### src/rtl/msrv32_ifetch_if.sv
// Instruction-fetch port bundle: PC-select link, AHB-Lite instruction bus and
// the decode-side valid/ready handshake.
interface msrv32_ifetch_if;
  // PC-select block
  logic [31:0] next_pc_in;
  logic        redirect_in;
  logic        misaligned_instr_in;
  logic [31:0] pc_out;

  // AHB-Lite instruction bus
  logic [31:0] haddr_out;
  logic [1:0]  htrans_out;
  logic [31:0] hrdata_in;
  logic        hready_in;
  logic        hresp_in;

  // Decode handshake
  logic [31:0] instr_out;
  logic [31:0] instr_pc_out;
  logic        instr_valid_out;
  logic        instr_ready_in;
  logic        instr_fault_out;
  logic        instr_misaligned_out;

  // Fetch stage side
  modport master (
    input  next_pc_in,
    input  redirect_in,
    input  misaligned_instr_in,
    output pc_out,
    output haddr_out,
    output htrans_out,
    input  hrdata_in,
    input  hready_in,
    input  hresp_in,
    output instr_out,
    output instr_pc_out,
    output instr_valid_out,
    input  instr_ready_in,
    output instr_fault_out,
    output instr_misaligned_out
  );

  // Environment side: PC block, bus slave and decode
  modport slave (
    output next_pc_in,
    output redirect_in,
    output misaligned_instr_in,
    input  pc_out,
    input  haddr_out,
    input  htrans_out,
    output hrdata_in,
    output hready_in,
    output hresp_in,
    input  instr_out,
    input  instr_pc_out,
    input  instr_valid_out,
    output instr_ready_in,
    input  instr_fault_out,
    input  instr_misaligned_out
  );
endinterface

### src/rtl/msrv32_ifetch.sv
// Instruction-fetch stage: owns the fetch PC, issues pipelined AHB-Lite reads,
// buffers returned words in a small FIFO and flushes on redirects.
module msrv32_ifetch #(
  parameter logic [31:0] BOOT_ADDRESS = 32'h0000_0000,
  parameter int unsigned FIFO_DEPTH   = 2
) (
  input logic             clk_in,
  input logic             rst_in,
  msrv32_ifetch_if.master bus
);

  localparam int unsigned AW = $clog2(FIFO_DEPTH);
  localparam logic [AW+1:0] DEPTH_LIMIT   = (AW+2)'(FIFO_DEPTH);
  localparam logic [1:0]    HTRANS_IDLE   = 2'b00;
  localparam logic [1:0]    HTRANS_NONSEQ = 2'b10;
  localparam logic [31:0]   NOP_INSTR     = 32'h0000_0013;

  typedef enum logic [1:0] {
    BOOT,
    RUN,
    HALT_ERR,
    HALT_MIS
  } state_t;

  state_t        state;
  state_t        state_nxt;

  logic [31:0]   pc;
  logic [31:0]   dp_pc;
  logic          outstanding;
  logic          discard;

  logic [31:0]   mem_instr [FIFO_DEPTH];
  logic [31:0]   mem_pc    [FIFO_DEPTH];
  logic          mem_fault [FIFO_DEPTH];
  logic [AW-1:0] wr_ptr;
  logic [AW-1:0] rd_ptr;
  logic [AW:0]   count;

  logic          fifo_valid;
  logic          pop;
  logic          issue;
  logic          accept;
  logic          complete;
  logic          redirect;
  logic          push;
  logic [AW+1:0] occupancy;

  // Bus and FIFO handshake events for this clock
  always_comb begin
    fifo_valid = (count != '0);
    pop        = fifo_valid && bus.instr_ready_in;
    complete   = outstanding && bus.hready_in;
    redirect   = bus.redirect_in && (state != BOOT);
    push       = complete && !discard && !redirect;
    // Slots that would be committed after this clock if another address went out
    occupancy  = {1'b0, count} + {{(AW+1){1'b0}}, outstanding}
                 - {{(AW+1){1'b0}}, pop};
  end

  // Next-state and issue decision
  always_comb begin
    state_nxt = state;
    issue     = 1'b0;
    unique case (state)
      BOOT:     state_nxt = RUN;
      RUN: begin
        issue = (occupancy < DEPTH_LIMIT);
        if (push && bus.hresp_in) state_nxt = HALT_ERR;
      end
      HALT_ERR: state_nxt = HALT_ERR;
      HALT_MIS: state_nxt = HALT_MIS;
      default:  state_nxt = BOOT;
    endcase
    if (redirect) state_nxt = bus.misaligned_instr_in ? HALT_MIS : RUN;
    accept = issue && bus.hready_in;
  end

  // State register
  always_ff @(posedge clk_in) begin
    if (rst_in) state <= BOOT;
    else        state <= state_nxt;
  end

  // Fetch PC and data-phase tracking
  always_ff @(posedge clk_in) begin
    if (rst_in) begin
      pc          <= BOOT_ADDRESS;
      dp_pc       <= '0;
      outstanding <= 1'b0;
      discard     <= 1'b0;
    end else begin
      if (accept || redirect) pc <= bus.next_pc_in;
      if (accept) dp_pc <= pc;
      // hready ends the current data phase and opens the next one if an
      // address was accepted; a phase opened under redirect is dead on arrival.
      // A stalled phase caught by a redirect keeps its discard mark.
      if (bus.hready_in) begin
        outstanding <= accept;
        discard     <= accept && redirect;
      end else begin
        discard     <= discard || (redirect && outstanding);
      end
    end
  end

  // FIFO storage; contents are only observed through count-gated outputs
  always_ff @(posedge clk_in) begin
    if (push) begin
      mem_instr[wr_ptr] <= bus.hrdata_in;
      mem_pc[wr_ptr]    <= dp_pc;
      mem_fault[wr_ptr] <= bus.hresp_in;
    end
  end

  // FIFO pointers and occupancy; a redirect empties the buffer outright
  always_ff @(posedge clk_in) begin
    if (rst_in || redirect) begin
      wr_ptr <= '0;
      rd_ptr <= '0;
      count  <= '0;
    end else begin
      if (push) wr_ptr <= wr_ptr + 1'b1;
      if (pop)  rd_ptr <= rd_ptr + 1'b1;
      count <= count + {{AW{1'b0}}, push} - {{AW{1'b0}}, pop};
    end
  end

  // Bus-side outputs
  always_comb begin
    bus.pc_out     = pc;
    bus.haddr_out  = pc;
    bus.htrans_out = issue ? HTRANS_NONSEQ : HTRANS_IDLE;
  end

  // Decode-side head: synthetic NOP marker when halted on a misaligned target
  always_comb begin
    bus.instr_out            = '0;
    bus.instr_pc_out         = '0;
    bus.instr_valid_out      = 1'b0;
    bus.instr_fault_out      = 1'b0;
    bus.instr_misaligned_out = 1'b0;
    if (state == HALT_MIS) begin
      bus.instr_out            = NOP_INSTR;
      bus.instr_pc_out         = pc;
      bus.instr_valid_out      = 1'b1;
      bus.instr_misaligned_out = 1'b1;
    end else if (fifo_valid) begin
      bus.instr_out       = mem_instr[rd_ptr];
      bus.instr_pc_out    = mem_pc[rd_ptr];
      bus.instr_valid_out = 1'b1;
      bus.instr_fault_out = mem_fault[rd_ptr];
    end
  end

endmodule

### src/flat_wrapper.sv
// flat-port wrapper written by rule: the top's interface ports become plain ports
module msrv32_ifetch_flat 
#(
  parameter logic [31:0] BOOT_ADDRESS = 32'h0000_0000,
  parameter int unsigned FIFO_DEPTH   = 2
)
  (clk_in, rst_in, bus_next_pc_in, bus_redirect_in, bus_misaligned_instr_in, bus_pc_out, bus_haddr_out, bus_htrans_out, bus_hrdata_in, bus_hready_in, bus_hresp_in, bus_instr_out, bus_instr_pc_out, bus_instr_valid_out, bus_instr_ready_in, bus_instr_fault_out, bus_instr_misaligned_out);
  msrv32_ifetch_if bus_i ();
  input logic clk_in;
  input logic rst_in;
  input wire logic [$bits(bus_i.next_pc_in)-1:0] bus_next_pc_in;
  input wire logic [$bits(bus_i.redirect_in)-1:0] bus_redirect_in;
  input wire logic [$bits(bus_i.misaligned_instr_in)-1:0] bus_misaligned_instr_in;
  output wire logic [$bits(bus_i.pc_out)-1:0] bus_pc_out;
  output wire logic [$bits(bus_i.haddr_out)-1:0] bus_haddr_out;
  output wire logic [$bits(bus_i.htrans_out)-1:0] bus_htrans_out;
  input wire logic [$bits(bus_i.hrdata_in)-1:0] bus_hrdata_in;
  input wire logic [$bits(bus_i.hready_in)-1:0] bus_hready_in;
  input wire logic [$bits(bus_i.hresp_in)-1:0] bus_hresp_in;
  output wire logic [$bits(bus_i.instr_out)-1:0] bus_instr_out;
  output wire logic [$bits(bus_i.instr_pc_out)-1:0] bus_instr_pc_out;
  output wire logic [$bits(bus_i.instr_valid_out)-1:0] bus_instr_valid_out;
  input wire logic [$bits(bus_i.instr_ready_in)-1:0] bus_instr_ready_in;
  output wire logic [$bits(bus_i.instr_fault_out)-1:0] bus_instr_fault_out;
  output wire logic [$bits(bus_i.instr_misaligned_out)-1:0] bus_instr_misaligned_out;
  assign bus_i.next_pc_in = bus_next_pc_in;
  assign bus_i.redirect_in = bus_redirect_in;
  assign bus_i.misaligned_instr_in = bus_misaligned_instr_in;
  assign bus_pc_out = bus_i.pc_out;
  assign bus_haddr_out = bus_i.haddr_out;
  assign bus_htrans_out = bus_i.htrans_out;
  assign bus_i.hrdata_in = bus_hrdata_in;
  assign bus_i.hready_in = bus_hready_in;
  assign bus_i.hresp_in = bus_hresp_in;
  assign bus_instr_out = bus_i.instr_out;
  assign bus_instr_pc_out = bus_i.instr_pc_out;
  assign bus_instr_valid_out = bus_i.instr_valid_out;
  assign bus_i.instr_ready_in = bus_instr_ready_in;
  assign bus_instr_fault_out = bus_i.instr_fault_out;
  assign bus_instr_misaligned_out = bus_i.instr_misaligned_out;
  msrv32_ifetch #(.BOOT_ADDRESS(BOOT_ADDRESS), .FIFO_DEPTH(FIFO_DEPTH)) u_core (.clk_in(clk_in), .rst_in(rst_in), .bus(bus_i));
endmodule
### config.mk
export PLATFORM = sky130hd
export DESIGN_NAME = msrv32_ifetch_flat
export DESIGN_NICKNAME = d
export VERILOG_FILES = /design/src/rtl/msrv32_ifetch_if.sv /design/src/rtl/msrv32_ifetch.sv /design/src/flat_wrapper.sv
export SDC_FILE = /design/constraint.sdc
export NUM_CORES = 1
export LEC_CHECK = 0
export ABC_CLOCK_PERIOD_IN_PS = 13650
export CELL_PAD_IN_SITES_DETAIL_PLACEMENT = 1
export CELL_PAD_IN_SITES_GLOBAL_PLACEMENT = 1
export CORE_UTILIZATION = 42
export DETAILED_ROUTE_END_ITERATION = 10
export PLACE_DENSITY_LB_ADDON = 0.1
export SLEW_MARGIN = 5
export SYNTH_ARGS = -nofsm -noshare
export SYNTH_HDL_FRONTEND = slang
export SYNTH_SLANG_ARGS = --single-unit
### constraint.sdc
create_clock -name clk_in -period 13.65 [get_ports clk_in]
set_input_delay 2.73 -clock clk_in [delete_from_list [all_inputs] [get_ports clk_in]]
set_output_delay 2.73 -clock clk_in [all_outputs]
set_load 0.02 [all_outputs]
; ---- Word level (Yosys, flattened, before mapping)
; Memories as Yosys holds them, arrays and structs flattened. A register that Yosys moved wholly into a read port is not among the register bits.
; Index checks and enable logic that the tools add are counted.
[op_classes]
add_sub_neg = 6
multipliers = 0
div = 0
n_lt_le_gt_ge = 1
eq_ne = 4
shifts = 0
mux = 24
bitwise_logic = 0
n_reduce_logical = 17
[ops]
columns = operator, count
row1 = $mux 32, 4
row2 = $mux 1, 15
row3 = $logic_and 1x1->1, 9
row4 = $mux 2, 4
row5 = $pmux 2 s4, 1
row6 = $eq 2x2->1 const B, 2
row7 = $reduce_bool 2->1, 2
row8 = $add 2x1->3, 1
row9 = $logic_or 1x1->1, 3
row10 = $lt 3x2->1 const B, 1
row11 = $ne 3x1->1 const B, 1
row12 = $sub 3x1->3, 1
row13 = $add 1x1->1 const B, 2
row14 = $add 2x1->2, 1
row15 = $eq 2x1->1 const B, 1
row16 = $logic_not 1->1, 2
row17 = $logic_not 2->1, 1
row18 = $sub 2x1->2, 1
[totals]
regBits = 72
latchBits = 0
mem_bits_rw = 130
mem_bits_ro = 0
input_bits = 71
out_inout_bits = 133
wordCells = 63
n_memories = 3
[mem_list]
columns = memory, words, width, read_ports, rd_ports_with_merged_regs, wr, line
row1 = u_core.mem_instr, 2, 32, 1, 1, 1, msrv32_ifetch.sv:33  ; logic [31:0] mem_instr [FIFO_DEPTH];
row2 = u_core.mem_pc, 2, 32, 1, 1, 1, msrv32_ifetch.sv:34  ; logic [31:0] mem_pc [FIFO_DEPTH];
row3 = u_core.mem_fault, 2, 1, 1, 1, 1, msrv32_ifetch.sv:35  ; logic mem_fault [FIFO_DEPTH];

; ---- Logic depth before layout (Yosys ltp)
[logic_depth]
word_depth = 8
ltp_mapped = 9
depth_no_buf = 7

; ---- Least setup slack after synthesis
; Ideal clock, no wire load.
[synth_path]
path_kind = input port to flip-flop
from = in bus_redirect_in
to = mem u_core.mem_fault[0] (enable)
setup_time_ps = 568
arrival_time_ps = 7552
required_ps = 13082
path_slack_ps = 5530
stages = 3
n_path_buf = 1
cell_sequence = nor2b_1 > clkbuf_1 > nor3_1
[synth_via]
elab_chain_cells = 5
[synth_lines]
columns = element, line
row1 = start: declaration, flat_wrapper.sv:12  ; input wire logic [$bits(bus_i.redirect_in)-1:0] bus_redirect_in;
row2 = $logic_and 1x1->1, msrv32_ifetch.sv:54  ; redirect = bus.redirect_in && (state != BOOT);
row3 = $logic_not 1->1, msrv32_ifetch.sv:55  ; push = complete && !discard && !redirect;
row4 = $logic_and 1x1->1, msrv32_ifetch.sv:55
row5 = $mux 1, msrv32_ifetch.sv:109  ; if (push) begin
row6 = $mux 1 (implied by the code), msrv32_ifetch.sv:112  ; mem_fault[wr_ptr] <= bus.hresp_in;
row7 = end: declaration, msrv32_ifetch.sv:35
; Every way passes these cells.

; ---- Worst setup path in the final report
[layout_path]
from = in bus_instr_ready_in
to = out bus_htrans_out[1]
[layout_via]
elab_chain_cells = 5
[layout_lines]
columns = element, line
row1 = start: declaration, flat_wrapper.sv:23  ; input wire logic [$bits(bus_i.instr_ready_in)-1:0] bus_instr_ready_in;
row2 = $logic_and 1x1->1, msrv32_ifetch.sv:52  ; pop = fifo_valid && bus.instr_ready_in;
row3 = $sub 3x1->3, msrv32_ifetch.sv:58  ; - {{(AW+1){1'b0}}, pop};
row4 = $lt 3x2->1, msrv32_ifetch.sv:68  ; issue = (occupancy < DEPTH_LIMIT);
row5 = $mux 1, msrv32_ifetch.sv:65  ; unique case (state)
row6 = $mux 2, msrv32_ifetch.sv:133  ; bus.htrans_out = issue ? HTRANS_NONSEQ : HTRANS_IDLE;
row7 = end: declaration, flat_wrapper.sv:16  ; output wire logic [$bits(bus_i.htrans_out)-1:0] bus_htrans_out;
; Every way passes these cells.

==> impl_results.md <==
- Area overhead of the layout relative to synthesis: 30.4%
- Overall die height: 145 µm
- Die area: 20900 µm²
- Minimum period implied by the final worst setup slack: 7.69 ns
- Sinks on the clock net: 203
- Area of the core: 19700 µm²
- Detailed-route vias per instance: 5.14
- Crit-path max cell delay: 0.60 ns
- Syn_nets: 774
- Drt wl/cell: 18.7 µm
- Synth Cell Area: 8560 µm²
- Count of distinct cell types in the synthesized netlist: 38
- DPL Wire Length: 13000 µm
- Critical Path Most Common Cell: sky130_fd_sc_hd__clkdlybuf4s50_1
- Type of the worst setup path: primary input to output pin
- Count of fill cells added during filler insertion: 2016
- Family with the most delay on the worst path: buffers and inverters
- I/O pin count: 204
- Post-cts resize count: 0
- Number of global-route vias before repair: 6255
- Max capacitance violation total: 0
- Run status: completed
- Ratio of cells with drive above 1 in the final layout: 5.90%
- Worst-case vdd ir drop: 0.0916 mV
- Overall routing resource usage: 20.1%
- Cell with the biggest individual delay on the critical path: sky130_fd_sc_hd__clkdlybuf4s50_1
- Worst max-slew margin expressed relative to the limit: 35.3%
- Final net count: 926
- Post-CTS repair timing setup buffer count: 0
- Post-Layout Inst Area: 11200 µm²
- # DRC: 0
- TNS Setup: 0 ns
- Count of endpoints failing setup in the final report: 0
- Number of rows created at floorplan: 51
- Largest driver fanout on the critical path: 4
- Violation count after the first detailed-routing iteration: 209
- Antenna-violating nets left: 0
- Count of input and output buffers: 202
- Sequential share of the synthesized area: 62.7%
- Clock insertion delay at the later pin of the skew report: 0.50 ns
- Post-synthesis async set-or-reset flop share: 0%
- Hold/Removal Path Class: flop to flop
- Critical Path, Cell by Cell: clkdlybuf4s50_1 > xor2_1 > nand2_1 > fa_1 > xnor2_4 > and3_1 > clkdlybuf4s50_1
- Least-Margin Pin Slew: 0.970 ns
- Minimum setup slack after placement: 5.94 ns
- Largest net degree at the start of global routing: 104
- Maximum clock rate: 130 MHz
- Register area: 5370 µm²
- Leakage dissipation: 3.74 nW
- Maximum level of the CTS H-tree: 1
- Total area of multi-input combinational cells: 2690 µm²
- CTS Buffer Depth: 3
- Setup crit end kind: output pin
- Root buffer cell: sky130_fd_sc_hd__clkbuf_16
- Horiz. Die Dim: 145 µm
- Setup WS post-layout: 5.96 ns
- Yosys warning count: 0
- Max-slew violation total from the final report: 0
- Total buffers and inverters traversed by the critical path: 2
- Clock-pin slew reported for the worst setup and hold paths after clock tree synthesis: 0.06 ns
- Number of enable-type register cells in the synthesized netlist: 130
- Type of origin of the critical path: primary input
- Final routed wirelength across all metal layers: 21100 µm
- Data arrival time of the critical path: 4.96 ns
- Clock Skews: 0.0139 ns
- Cell Area, Placed: 10500 µm²
- Cells after Synth: 697
- Number of register bits inferred by synthesis: 203
- Number of CTS-inserted buffers: 22
- Total grt overflow: 0
- Hold Slack: 0.449 ns
- Setup repair after global routing missed its margin: false
- PwrDens: 155 nW/µm²
- Antenna Cells: 0
- Hold buffer count at cts: 0
- Starting Density: 43.4%
- Initial antenna violation count: 0
- Via count: 5809
- Required time at the worst-slack endpoint: 10.92 ns
- Mean cell area of the mapped netlist: 12.3 µm²
- Primary FF master, synth: sky130_fd_sc_hd__edfxtp_1
- Number of endpoints with negative hold slack in the final report: 0
- Wire length of the first global-routing pass: 32700 µm
- Router iterations before antenna repair: 4
- CTS tree: yes
- Placer congestion estimate: 0.691
- Part of the cycle the worst path needs: 56.3%
==> worst paths after layout <==
path	start	endpoint	cells past startpoint	slack, ns
setup / recovery	bus_instr_ready_in	bus_htrans_out[1]	7	5.96
hold / removal	u_core.dp_pc[21]	u_core.mem_pc[1][21]	0	0.45
hold reg to reg	u_core.dp_pc[21]	u_core.mem_pc[1][21]	0	0.45
setup reg to reg	u_core.count[1]	u_core.bus.haddr_out[8]	7	10.40
==> per-layer routing <==
metal	routed length [µm]	vias to the layer above	track usage, %	share of wire, %
met5	0	-	0	0
met4	368	0	5.43	1.7
met1	8540	2875	22.9	40
met2	10800	164	37.7	51
li1	-	2738	-	-
met3	1360	32	4.41	6.4
==> where the power goes <==
part,switching [W],leakage (nW),internal [W]
Clock,0.000230,0.334,0.000323
Combinational,0.000234,1.60,0.000190
Sequential,0.0000489,1.81,0.000703
==> worst register-to-register path: cells and delay by family (launching register included) <==
family | cells | cell delay [ns]
mux | 1 | 0.31
simple gates | 2 | 0.72
buf+inv | 1 | 0.53
fa+ha+maj | 1 | 0.49
compound gates | 2 | 0.49
flops | 1 | 0.65
==> state kept, by name, indices dropped and copies added (netlist names), named ones only <==
register	count
u_core.discard	1
u_core.mem_fault	2
u_core.mem_pc	64
u_core.dp_pc	32
u_core.mem_instr	64
u_core.outstanding	1
u_core.count	2
u_core.bus.haddr_out	32
u_core.wr_ptr	1
u_core.rd_ptr	1
u_core.state	2
==> metrics by stage <==
step / power [W] / cells / util, %
after floorplan: 0.00103 / 697 / -
after global placement: 0.00117 / 1090 / 53.2
after detailed placement: 0.00119 / 1090 / 53.2
after CTS: 0.00175 / 1130 / 56.6
after global routing: 0.00180 / 1130 / 56.6
final: 0.00173 / 1130 / 56.6
==> cell type report <==
cell class,instances,share of cell area (%)
Multi-Input combinational cell,407,24.1
Tap cell,265,2.97
Inverter,6,0.202
Sequential cell,203,48.1
Timing Repair Buffer,209,18.5
Clock inverter,10,0.751
Clock buffer,30,5.29
==> cell usage in the layout (no fill, tap or decap), types with 3 or more instances in the layout <==
cell type and instances:
sky130_fd_sc_hd__o21ai_0 66, sky130_fd_sc_hd__nand2_1 35, sky130_fd_sc_hd__nand2b_1 65, sky130_fd_sc_hd__clkdlybuf4s50_1 201
sky130_fd_sc_hd__ha_1 4, sky130_fd_sc_hd__nor2b_1 3, sky130_fd_sc_hd__clkinv_2 6, sky130_fd_sc_hd__nor2_1 37
sky130_fd_sc_hd__buf_4 7, sky130_fd_sc_hd__dfxtp_1 72, sky130_fd_sc_hd__xor2_1 3, sky130_fd_sc_hd__clkbuf_1 7
sky130_fd_sc_hd__inv_1 6, sky130_fd_sc_hd__mux2i_1 97, sky130_fd_sc_hd__clkbuf_16 22, sky130_fd_sc_hd__a21oi_1 35
sky130_fd_sc_hd__o21bai_1 4, sky130_fd_sc_hd__edfxtp_1 130, sky130_fd_sc_hd__nand3_1 33
==> Yosys cell counts, types with 2 or more instances <==
cell type                  number  area (µm²)
sky130_fd_sc_hd__buf_6          5        56.3
sky130_fd_sc_hd__clkbuf_2       6        30.0
sky130_fd_sc_hd__nand2_1       35         131
sky130_fd_sc_hd__clkbuf_1      19        71.3
sky130_fd_sc_hd__nand2b_1      65         407
sky130_fd_sc_hd__nand3_1       34         170
sky130_fd_sc_hd__nand3b_1       2        15.0
sky130_fd_sc_hd__buf_4         35         263
sky130_fd_sc_hd__buf_2         15        75.1
sky130_fd_sc_hd__or3_1          2        12.5
sky130_fd_sc_hd__a21oi_1       35         175
sky130_fd_sc_hd__ha_1           5        62.6
sky130_fd_sc_hd__nor2_1        37         139
sky130_fd_sc_hd__o21bai_1       4        30.0
sky130_fd_sc_hd__xor2_1         4        35.0
sky130_fd_sc_hd__o21ai_0       66         330
sky130_fd_sc_hd__and3_1         2        12.5
sky130_fd_sc_hd__nor2b_1        3        18.8
sky130_fd_sc_hd__dfxtp_1       73        1460
sky130_fd_sc_hd__or2_2          2        12.5
sky130_fd_sc_hd__edfxtp_1     130        3900
sky130_fd_sc_hd__mux2i_1       97         971
sky130_fd_sc_hd__inv_1          6        22.5
==> kinds of logic (layout without fill, tap and decap cells) <==
| logic type | Yosys count | count (layout) | share of synthesized area (%) |
|---|---|---|---|
| AND/OR/NAND/NOR | 188 | 188 | 11.3 |
| buffers and inverters | 87 | 255 | 6.10 |
| AO/OA/AOI/OAI | 110 | 110 | 6.84 |
| XOR/XNOR | 5 | 5 | 0.731 |
| multiplexers | 97 | 97 | 11.3 |
| adder cells (fa/ha/maj) | 6 | 6 | 0.965 |
| flip-flops | 203 | 203 | 62.7 |
| other | 1 | 1 | 0.0438 |
No activity file was read; power rests on OpenSTA's default activity.
